<file path="src/rtl/neuron_vote_window.sv">
// Majority-vote window over the registered second-layer neuron output.
// Window results go through a one-entry valid/ready buffer; results dropped while it is full set a sticky overrun flag.
module neuron_vote_window #(
  parameter int WINDOW      = 16,
  parameter int VOTE_THRESH = 8,
  parameter int CW          = $clog2(WINDOW + 1)
) (
  input  logic          clk,
  input  logic          rst_n,
  input  logic          en,
  input  logic          clear,
  input  logic          spike_in,
  output logic          out_valid,
  input  logic          out_ready,
  output logic [CW-1:0] out_count,
  output logic          out_vote,
  output logic          overrun
);

  // state | meaning
  // ACCUM | counting enabled samples of the current window
  // DONE  | one cycle: offer the latched window result to the output buffer
  typedef enum logic {ACCUM, DONE} state_t;

  localparam logic [CW-1:0] LAST_IDX = CW'(WINDOW - 1);
  localparam logic [CW-1:0] THRESH   = CW'(VOTE_THRESH);

  state_t        state;
  logic [CW-1:0] idx;
  logic [CW-1:0] acc;
  logic [CW-1:0] final_count;
  logic [CW-1:0] acc_next;
  logic          sample;
  logic          last_sample;
  logic          buf_free;

  assign acc_next    = acc + {{(CW-1){1'b0}}, spike_in};
  assign sample      = en && !clear;
  assign last_sample = sample && (idx == LAST_IDX);
  assign buf_free    = !out_valid || out_ready;

  always_ff @(posedge clk) begin
    if (!rst_n) begin
      state       <= ACCUM;
      idx         <= '0;
      acc         <= '0;
      final_count <= '0;
      out_valid   <= 1'b0;
      out_count   <= '0;
      out_vote    <= 1'b0;
      overrun     <= 1'b0;
    end else begin
      // Sampling runs in both states; idx is 0 in DONE, so a window can never end there.
      if (clear) begin
        idx <= '0;
        acc <= '0;
      end else if (sample) begin
        if (last_sample) begin
          final_count <= acc_next;
          idx         <= '0;
          acc         <= '0;
        end else begin
          idx <= idx + 1'b1;
          acc <= acc_next;
        end
      end

      case (state)
        ACCUM: begin
          if (out_valid && out_ready) out_valid <= 1'b0;
          if (last_sample) state <= DONE;
        end
        DONE: begin
          if (buf_free) begin
            out_count <= final_count;
            out_vote  <= (final_count > THRESH);
            out_valid <= 1'b1;
          end else begin
            overrun <= 1'b1;
          end
          state <= ACCUM;
        end
        default: state <= ACCUM;
      endcase
    end
  end

endmodule
</file>
<file path="config.mk">
export PLATFORM = sky130hd
export DESIGN_NAME = neuron_vote_window
export DESIGN_NICKNAME = d
export VERILOG_FILES = /design/src/rtl/neuron_vote_window.sv
export SDC_FILE = /design/constraint.sdc
export NUM_CORES = 1
export LEC_CHECK = 0
export ABC_AREA = 1
export BUFFER_PORTS_ARGS = -buffer_cell sky130_fd_sc_hd__buf_2
export CAP_MARGIN = 0
export CORE_ASPECT_RATIO = 1.5
export CORE_MARGIN = 8
export CORE_UTILIZATION = 34
export DETAILED_ROUTE_END_ITERATION = 10
export GPL_TIMING_DRIVEN = 0
export PLACE_DENSITY_LB_ADDON = 0.08
export SLEW_MARGIN = 25
export SYNTH_ARGS = -nofsm -noshare
export SYNTH_HDL_FRONTEND = slang
export SYNTH_SLANG_ARGS = --single-unit
</file>
<file path="constraint.sdc">
create_clock -name clk -period 3.4 [get_ports clk]
set_clock_uncertainty 0.15 [all_clocks]
set_input_delay 1.02 -clock clk [delete_from_list [all_inputs] [get_ports clk]]
set_output_delay 1.02 -clock clk [all_outputs]
set_load 0.005 [all_outputs]
</file>
After elaboration in Yosys (flattened, before gate mapping):

Index checks and enable logic that the tools add are counted.

* flip-flop bits (word level): 24
* bits in latches: 0
* bits in writable memories: 0
* ROM bits: 0
* input port bits: 6
* output and inout port bits: 8
* logic and storage cells: 36
* memories kept: 0

* $add $sub $neg: 2
* multipliers: 0
* divide/modulo/power cells: 0
* magnitude comparators: 1
* equal/unequal tests: 3
* shift-type cells: 0
* muxes and demuxes: 7
* bitwise operators: 4
* reduce and logical (&&, ||, !) cells: 11

Operators with widths (count)
* 5-bit two-way mux: 2
* 2-bit AND reduction: 3
* 5-bit by 1-bit adder with 5-bit output: 1
* 5-bit by 1-bit adder with 5-bit output, second input constant: 1
* 5-bit by 4-bit == test with 1-bit output, second input constant: 1
* 5-bit by 4-bit greater-than comparator with 1-bit output, second input constant: 1
* 1-bit NOT: 4
* 1-bit case mux with 2 select lines: 2
* 1-bit logical AND: 3
* 1-bit two-way mux: 3
* 3-bit AND reduction: 1
* 1-bit logical NOT: 2
* 2-bit by 1-bit inequality test with 1-bit output, second input constant: 1
* 2-bit inequality test, second input constant: 1
* 2-bit OR reduction: 1
* 1-bit logical OR: 1

Longest topological paths before layout:

Gate-level depths: netlist (run 1).

* word-level depth: 5
* mapped depth: 9
* depth with buffers taken out: 9

Least setup slack after synthesis (run 1):

OpenSTA, ideal clock, no wires.

* kind: input-to-reg
* start point: input port spike_in
* end point: register acc[4]
* library setup time: 0.070 ns
* data arrival time: 1.764 ns
* data required time: 3.180 ns
* setup slack: 1.416 ns
* stages on the path: 7
* path buffers: 0
* cell sequence: ha_1 > ha_1 > nand3_1 > nand2_1 > nand2_1 > nand2_1 > a21oi_1

* longest elaborated chain between the ends: 2

Ends and longest elaborated chain
* from (decl): line 12 `input logic spike_in,`
* 5-bit by 1-bit adder with 5-bit output: line 37 `assign acc_next = acc + {{(CW-1){1'b0}}, spike_in};`
* 5-bit two-way mux: line 58 `if (last_sample) begin`
* to (signal assigned): line 64 `acc <= acc_next;`
* to (decl): line 30 `logic [CW-1:0] acc;`

Every way passes these cells.
A chain may end at the register's enable or synchronous reset.

Worst setup path in the final report (run 1):

* start point: register out_valid
* end point: output port out_valid

RTL lines
* from (decl): line 13 `output logic out_valid,`
* from (signal assigned): line 48 `out_valid <= 1'b0;`
* from (signal assigned): line 70 `if (out_valid && out_ready) out_valid <= 1'b0;`
* from (signal assigned): line 77 `out_valid <= 1'b1;`

No word-level cell between the ends.

==> results of run 1 <==
[power breakdown]
group          internal, uW  switching [uW]
combinational          7.60            13.9
clock                   157            91.8
sequential              282           0.421
total                   447             106
[final timing paths]
check	from	end	slack [ns]	depth (start not counted)
worst max-delay path	out_valid	out_valid	1.47	1
worst min-delay path	overrun	overrun	0.32	1
worst min register to register	overrun	overrun	0.32	1
worst max register to register	idx[1]	final_count[3]	1.74	9
[state kept, by name, indices dropped and copies added (netlist names)]
| signal | cells |
|---|---|
| state | 1 |
| overrun | 1 |
| final_count | 5 |
| out_vote | 1 |
| idx | 5 |
| out_valid | 1 |
| acc | 5 |
| out_count | 5 |
[cells by family (layout without fill, tap and decap cells)]
logic type	count (synthesis)	count (layout)
AOI/OAI and AO/OA	24	24
adders and majority gates	4	4
and+or+nand+nor	67	67
xor gates and xnor gates	1	1
DFF	24	24
buffers and inverters	19	35
[final cells by class]
| type | instances | area [sq um] |
|---|---|---|
| plain buffers | 2 | 22.5 |
| repair buffers | 12 | 60.1 |
| multi-input cells | 96 | 474 |
| fillers | 325 | 1690 |
| flip-flops and latches | 24 | 480 |
| well taps | 39 | 48.8 |
| clock buffers | 3 | 41.3 |
| inverters | 17 | 63.8 |
| clock inverters | 1 | 30.0 |
[layer usage]
metal / wire length, microns / part of all wire / GRT usage / vias to the layer above
met5: 0 / 0 / 0 / -
met4: 34 / 0.017 / 0.0448 / 0
met3: 128 / 0.063 / 0.0185 / 4
met2: 999 / 0.49 / 0.136 / 14
met1: 869 / 0.43 / 0.0915 / 381
li1: - / - / - / 473
[metrics by stage]
step                area, sq um  cells  power (uW)   util  hold slack [ns]
floorplan                  1040    139         303      -            0.293
global placement           1150    190         311  0.395            0.294
detailed placement         1150    190         311  0.395            0.303
CTS                        1220    194         563  0.419            0.321
global route               1220    194         577  0.419            0.337
finish                     1220    194         553  0.419            0.316
[cell usage in the layout, fill, tap and decap left out, types with 3 or more instances in the layout]
cell type  instances
buf_2             12
ha_1               4
nand3_1            7
clkbuf_8           3
a21oi_1           12
nand2_1           33
o21ai_0            7
nor2_1            19
inv_1             14
o21a_1             3
dfxtp_1           24
inv_2              3
==> results.cfg, run 1 <==
[timing]
final_hold_viol_count = 0
clock.fmax_ghz = 0.517
relSlewSlack = 0.852
slew_viol_final = 0
layout_worst_path_cycle_share = 0.569
worstMarginPinSlew_ns = 0.221
fin_crit_ns = 1.93
fin_ws_ns = 1.47
setup_viol = 0
rsz0062_at_grt = false
tns_ns = 0

[global_routing]
grt_overflow_total = 0
grt_max_degree = 15
antenna_found_initial = 0
track_usage = 0.0824
grt_pass1_vias = 788
grt_pass1_wl_microns = 3310

[final_layout]
diodes = 0
syn2layout_area_growth_pct = 17.3
nets = 166
drive_gt1_frac = 0.161

[cts]
clk_pin_slew_worst_paths_ns = 0.09
cts_tree = yes
ctsRootBufferMaster = clkbuf_8
numCtsBuffers = 3
clk_latency_ns = 0.27
cts_resized = 0
h-tree-depth = 1
hold_buffers = 0
clockBufferDepth = 2
cts.sinks = 24
cts_setup_buffers = 0

[die]
die_w_microns = 61.2
start_util = 0.357
rows = 24
die_area_sq_um = 5130
core-area_sq_um = 2910
ioPinCount = 14
fp.dieH_microns = 83.8

[placed_design]
io_buffer_count = 12
place_ws_ns = 1.22
gp_congestion = 0.762
dpl.hpwl_microns = 1590

[flow_run]
maxCapViolations = 0

[worst_hold_path]
worstHoldPathType = flip-flop to flip-flop

[worst_setup_path]
slowest_delay_ns = 0.37
crit_fanout = 3
cpMaxStageDelayCell = dfxtp_1
crit_required_ns = 2.23
crit_chain = buf_2
worst_path_dominant_cell_family = flip-flops
worstPathArrival_ns = 0.76
worstSetupPathType = flip-flop to primary output
start_kind = flip-flop
end_kind = primary output
cp.buffers_inverters = 1

[outcome]
outcome = finished, final reports clean

[detailed_routing]
drtIter0Drc = 38
drc = 0
drt_wl_total_microns = 2030
dr.pass1.iters = 4
avgRoutedWirePerCell_microns = 10.5
route.antenna.remaining_nets = 0
viasPerCell = 4.49
routed-via-count = 872

[logic_synthesis]
yosys_most_used_dff = dfxtp_1
yosysMostFrequentCell = nand2_1
synth-simple-area-share = 0.270
synthCells = 139
synth_cell_types = 19
yosys_register_bits = 24
synth-compound-area-share = 0.129
synth_nets = 149
synth_warnings = 0
synth_adder_area_share = 0.0481
yosys.area_share.xor_xnor = 0.00841
synth_top_family_by_area = simple AND/OR/NAND/NOR gates
async_reset_ff_frac = 0
syn_area_per_cell_sq_um = 7.49
yosys-top-cells-area = dfxtp_1 (46%), nand2_1 (12%), nor2_1 (6.9%)
netlist_area_sq_um = 1040
netlist.top_cell.by_area = dfxtp_1
synth_commonest_cells = nand2_1 (33), dfxtp_1 (24), nor2_1 (19)
ys_seq_area_frac = 0.462
synth-edff-count = 0
synth.area.mux_share = 0
post-synth-top-area-fraction = 0.462

[pwr]
ir_drop_uv = 188
power_density_nw_per_um2 = 453
p_leak_uw = 0.000532
Note: power is estimated with default switching activity, not from simulation.
==> run 2, diff against run 1 <==
Settings changed: ABC_AREA 1 to 0.
Clock period 3.4 ns to 1.65 ns, I/O delays scaled along.
==> run 2 against run 1 <==
The flow now finishes with violations (setup timing). Combinational power up 140%. Cell area grew 12%. Via count up 3.0%. Register-to-register slack worse by 1.9 ns. Sequential share of layout area fell by 3.6 points. Final cell count is 6.7% lower. Non-clock buffer count rose by 13. Power is 87% higher. Clock power increased by 61%. Core utilization grew 2.6 points. Global-route usage rose by 1.9 points. Largest power group unchanged.
==> results.cfg, run 2 <==
[worst_setup_path]
cpMaxStageDelayCell = dfxtp_4
start_kind = flip-flop
slowest_delay_ns = 0.36
crit_fanout = 5
worst_path_dominant_cell_family = simple AND/OR/NAND/NOR gates
cp.buffers_inverters = 2
end_kind = flip-flop
worstPathArrival_ns = 1.76
crit_chain = ha_4 > and3_4 > ha_4 > buf_6 > and3b_2 > buf_6 > mux2i_1 > nor2_1
worstSetupPathType = flip-flop to flip-flop
crit_required_ns = 1.65

[die]
ioPinCount = 14
core-area_sq_um = 3070
rows = 25
fp.dieH_microns = 84.3
die_area_sq_um = 5180
die_w_microns = 61.5
start_util = 0.344

[global_routing]
antenna_found_initial = 0
met3_usage = 0.0199
track_usage = 0.102
grt_pass1_wl_microns = 4040
grtUsageMet2 = 0.180
use_met1 = 0.101
grt_overflow_total = 0
grt_pass1_vias = 887
grt-busiest-layer = met2
grt_max_degree = 14

[timing]
clock.fmax_ghz = 0.567
setup_viol = 12
relSlewSlack = 0.679
rsz0062_at_grt = true
slew_viol_final = 0
fin_crit_ns = 1.76
fin_ws_ns = -0.114
worstMarginPinSlew_ns = 0.482
final_hold_viol_count = 0
layout_worst_path_cycle_share = 1.07
whs_ns = 0.310

[cts]
clk_latency_ns = 0.27
h-tree-depth = 1
cts_tree = yes
clk_pin_slew_worst_paths_ns = 0.08
numCtsBuffers = 3
clockBufferDepth = 2
cts.sinks = 24
ctsRootBufferMaster = clkbuf_8
hold_buffers = 0

[detailed_routing]
drt_wl_total_microns = 2420
drc = 0
viasPerCell = 4.96
dr.pass1.iters = 4
avgRoutedWirePerCell_microns = 13.4
route.antenna.remaining_nets = 0
drtIter0Drc = 14
routed-via-count = 898

[logic_synthesis]
syn_area_per_cell_sq_um = 9.03
yosys_register_bits = 24
synth_warnings = 0
yosys-top-cells-area = dfxtp_1 (45%), a21oi_1 (8.1%), o21ai_0 (5.7%)
async_reset_ff_frac = 0
synth_cell_types = 33
netlist.top_cell.by_area = dfxtp_1
post-synth-top-area-fraction = 0.455
netlist_area_sq_um = 1060
synth_nets = 127
yosysMostFrequentCell = dfxtp_1
yosys_most_used_dff = dfxtp_1
ys_seq_area_frac = 0.455
synthCells = 117
synth_commonest_cells = dfxtp_1 (24), a21oi_1 (17), o21ai_0 (12)
synth-edff-count = 0

[final_layout]
final_cells = 181
final_common_cell = dfxtp_1
final_cell_mix = dfxtp_1 (22), a21oi_1 (16), buf_2 (14)
syn2layout_area_growth_pct = 29.4
nets = 152
drive_gt1_frac = 0.312
diodes = 0

[placed_design]
dp_cells = 169
io_buffer_count = 12
dpl.hpwl_microns = 1690
gp_congestion = 0.699

[pwr]
power_density_nw_per_um2 = 757
p_leak_uw = 0.000507
ir_drop_uv = 481

[outcome]
outcome = complete, but fails checks
violations = setup timing

[flow_run]
maxCapViolations = 0

[worst_hold_path]
worstHoldPathType = flip-flop to flip-flop
run 2: cell type report:
type                    instances  area (sq um)
fillers                       335          1700
multi-input cells              82           578
flip-flops and latches         24           488
repair buffers                 20           129
clock buffers                   4          55.1
plain buffers                   7          51.3
well taps                      40          50.0
inverters                       4          15.0
run 2: power breakdown:
| group | switching [uW] | leakage (uW) | internal [uW] |
|---|---|---|---|
| Clock | 187 | 0.0000288 | 213 |
| Combinational | 28.3 | 0.000283 | 24.1 |
| Sequential | 2.18 | 0.000195 | 579 |
| Total | 218 | 0.000507 | 816 |
run 2: through the flow:
stage	setup WS, ns	util	TNS, ns	area (sq um)	total power, uW
global route	-0.152	0.446	-1.29	1370	1080
finish	-0.114	0.446	-0.671	1370	1030
detailed placement	-0.186	0.393	-0.925	1210	640
CTS	-0.0923	0.428	-0.679	1310	1050
floorplan	-0.0220	-	-0.0524	1100	624
global placement	-0.158	0.393	-0.714	1210	640
run 2: worst min-delay path: stages, from the launching register on:
cell,delay (ns)
dfxtp_1,0.32
nand2_1,0.05
a21oi_1,0.05
run 2: per-layer routing:
metal	part of all wire	vias up
li1	-	465
met1	0.39	417
met2	0.54	12
met3	0.042	4
met4	0.029	0
met5	0	-
run 2: worst paths after layout:
path,startpoint,end,slack [ns],depth (start not counted)
max,idx[0],final_count[0],-0.11,8
min,acc[0],acc[0],0.31,2
max reg2reg,idx[0],final_count[0],-0.11,8
min reg2reg,acc[0],acc[0],0.31,2
run 2: kinds of logic (layout without fill, tap and decap cells):
group,after synthesis,count (layout),synth area share
muxes,3,3,0.0296
buffers and inverters,11,35,0.0557
DFF,24,24,0.455
AOI/OAI and AO/OA,36,36,0.192
adders and majority gates,4,4,0.0474
xor gates and xnor gates,3,3,0.0249
and+or+nand+nor,36,36,0.195
run 2: repair_timing:
item                       in CTS  in global routing
gates resized for setup         6                 12
buffers inserted                5                  2
setup endpoints to repair      10                 15
pin swaps                      10                  2
cloned                          1                  0
==> run 3, diff against run 2 <==
Settings changed: ABC_AREA 0 to not set, SKIP_LAST_GASP set to 1.
==> run 3 against run 2 <==
The run still ends with setup timing left. Register-to-register slack barely moved. Highest routed layer unchanged. Combinational power fell by 4%. Largest power group unchanged. Fmax about the same. Cell area shrank 0.73%. Setup slack about the same. Critical path type unchanged. First-iteration DRC count is 29% lower.
==> results.cfg, run 3 (same netlist as run 2, synthesis figures left out) <==
[detailed_routing]
drt_wl_total_microns = 2410
drc = 0
dr.pass1.iters = 4
viasPerCell = 4.92
route.antenna.remaining_nets = 0
routed-via-count = 891
drtIter0Drc = 10
avgRoutedWirePerCell_microns = 13.3

[worst_setup_path]
reg2reg_depth = 8
crit_required_ns = 1.65
worstPathArrival_ns = 1.76
end_kind = flip-flop
crit_fanout = 5
worstSetupPathType = flip-flop to flip-flop
start_kind = flip-flop

[cts]
h-tree-depth = 1
cts_tree = yes
clk_pin_slew_worst_paths_ns = 0.08
cts.sinks = 24
clockBufferDepth = 2
numCtsBuffers = 3
clk_latency_ns = 0.27
hold_buffers = 0
ctsRootBufferMaster = clkbuf_8

[worst_hold_path]
whs_path_depth = 2
worstHoldPathType = flip-flop to flip-flop

[global_routing]
use_met1 = 0.101
grt-busiest-layer = met2
grt_max_degree = 14
met3_usage = 0.0199
grt_overflow_total = 0
track_usage = 0.102
grtUsageMet2 = 0.180
antenna_found_initial = 0
grt_pass1_wl_microns = 4040
grt_pass1_vias = 885

[timing]
clock.fmax_ghz = 0.567
layout_worst_path_cycle_share = 1.07
fin_ws_ns = -0.114
worstMarginPinSlew_ns = 0.480
relSlewSlack = 0.680
rsz0062_at_grt = true
fin_crit_ns = 1.76
slew_viol_final = 0
setup_viol = 11
whs_ns = 0.310
final_hold_viol_count = 0
tns_ns = -0.665

[final_layout]
diodes = 0
final_cells = 181
final_common_cell = dfxtp_1
syn2layout_area_growth_pct = 28.4
layout.cell_area.non_filler_sq_um = 1360
final_cell_mix = dfxtp_1 (22), a21oi_1 (16), buf_2 (14)
nets = 152
utilization = 0.442
drive_gt1_frac = 0.305

[die]
core-area_sq_um = 3070
fp.dieH_microns = 84.3
die_area_sq_um = 5180
ioPinCount = 14
die_w_microns = 61.5
start_util = 0.344
rows = 25

[placed_design]
post_dp_cell_area_sq_um = 1210
io_buffer_count = 12
dpl.hpwl_microns = 1690
dp_cells = 169
gp_congestion = 0.699

[pwr]
power_density_nw_per_um2 = 761
p_leak_uw = 0.000505
ir_drop_uv = 484

[outcome]
violations = setup timing
outcome = complete, but fails checks

[flow_run]
maxCapViolations = 0
## run 3: path summary, 6_finish.rpt
kind	from	to	slack (ns)
max	idx[0]	final_count[0]	-0.11
min	acc[0]	acc[0]	0.31
max reg2reg	idx[0]	final_count[0]	-0.11
min reg2reg	acc[0]	acc[0]	0.31
## run 3: layer usage
metal  routed length (microns)  vias to the layer above  part of all wire
li1                          -                      462                 -
met1                       934                      413              0.39
met2                      1300                       12              0.54
met3                       106                        4             0.044
met4                        65                        0             0.027
met5                         0                        -                 0
## run 3: critical path, cell delays in order, from the launching register on
cell and delay [ns]:
dfxtp_4 0.36, ha_4 0.15, and3_4 0.18, ha_4 0.15, buf_6 0.11, and3b_2 0.20
buf_6 0.13, mux2i_1 0.14, nor2_1 0.05
## run 3: metrics by stage
stage / setup WS (ns) / power [uW]
after floorplan: -0.0220 / 624
after global placement: -0.158 / 640
after detailed placement: -0.186 / 640
after CTS: -0.0923 / 1050
after global routing: -0.152 / 1080
final: -0.114 / 1030
## run 3: cell type report
| cell class | instances | area (sq um) |
|---|---|---|
| buffer | 7 | 51.3 |
| clock buffer | 4 | 55.1 |
| timing repair buffer | 20 | 125 |
| tap | 40 | 50.0 |
| inverter | 4 | 15.0 |
| multi-input combinational | 82 | 572 |
| fill | 334 | 1710 |
| sequential | 24 | 488 |
## run 3: timing repair
action | in CTS | in global routing
buffers inserted | 5 | 2
cloned | 1 | 0
endpoints found under the setup margin | 10 | 15
pin swaps | 10 | 2
resized for setup | 5 | 11
## run 3: where the power goes
group	switching, uW	internal (uW)
sequential	2.18	579
clock	187	213
combinational	27.4	23.0
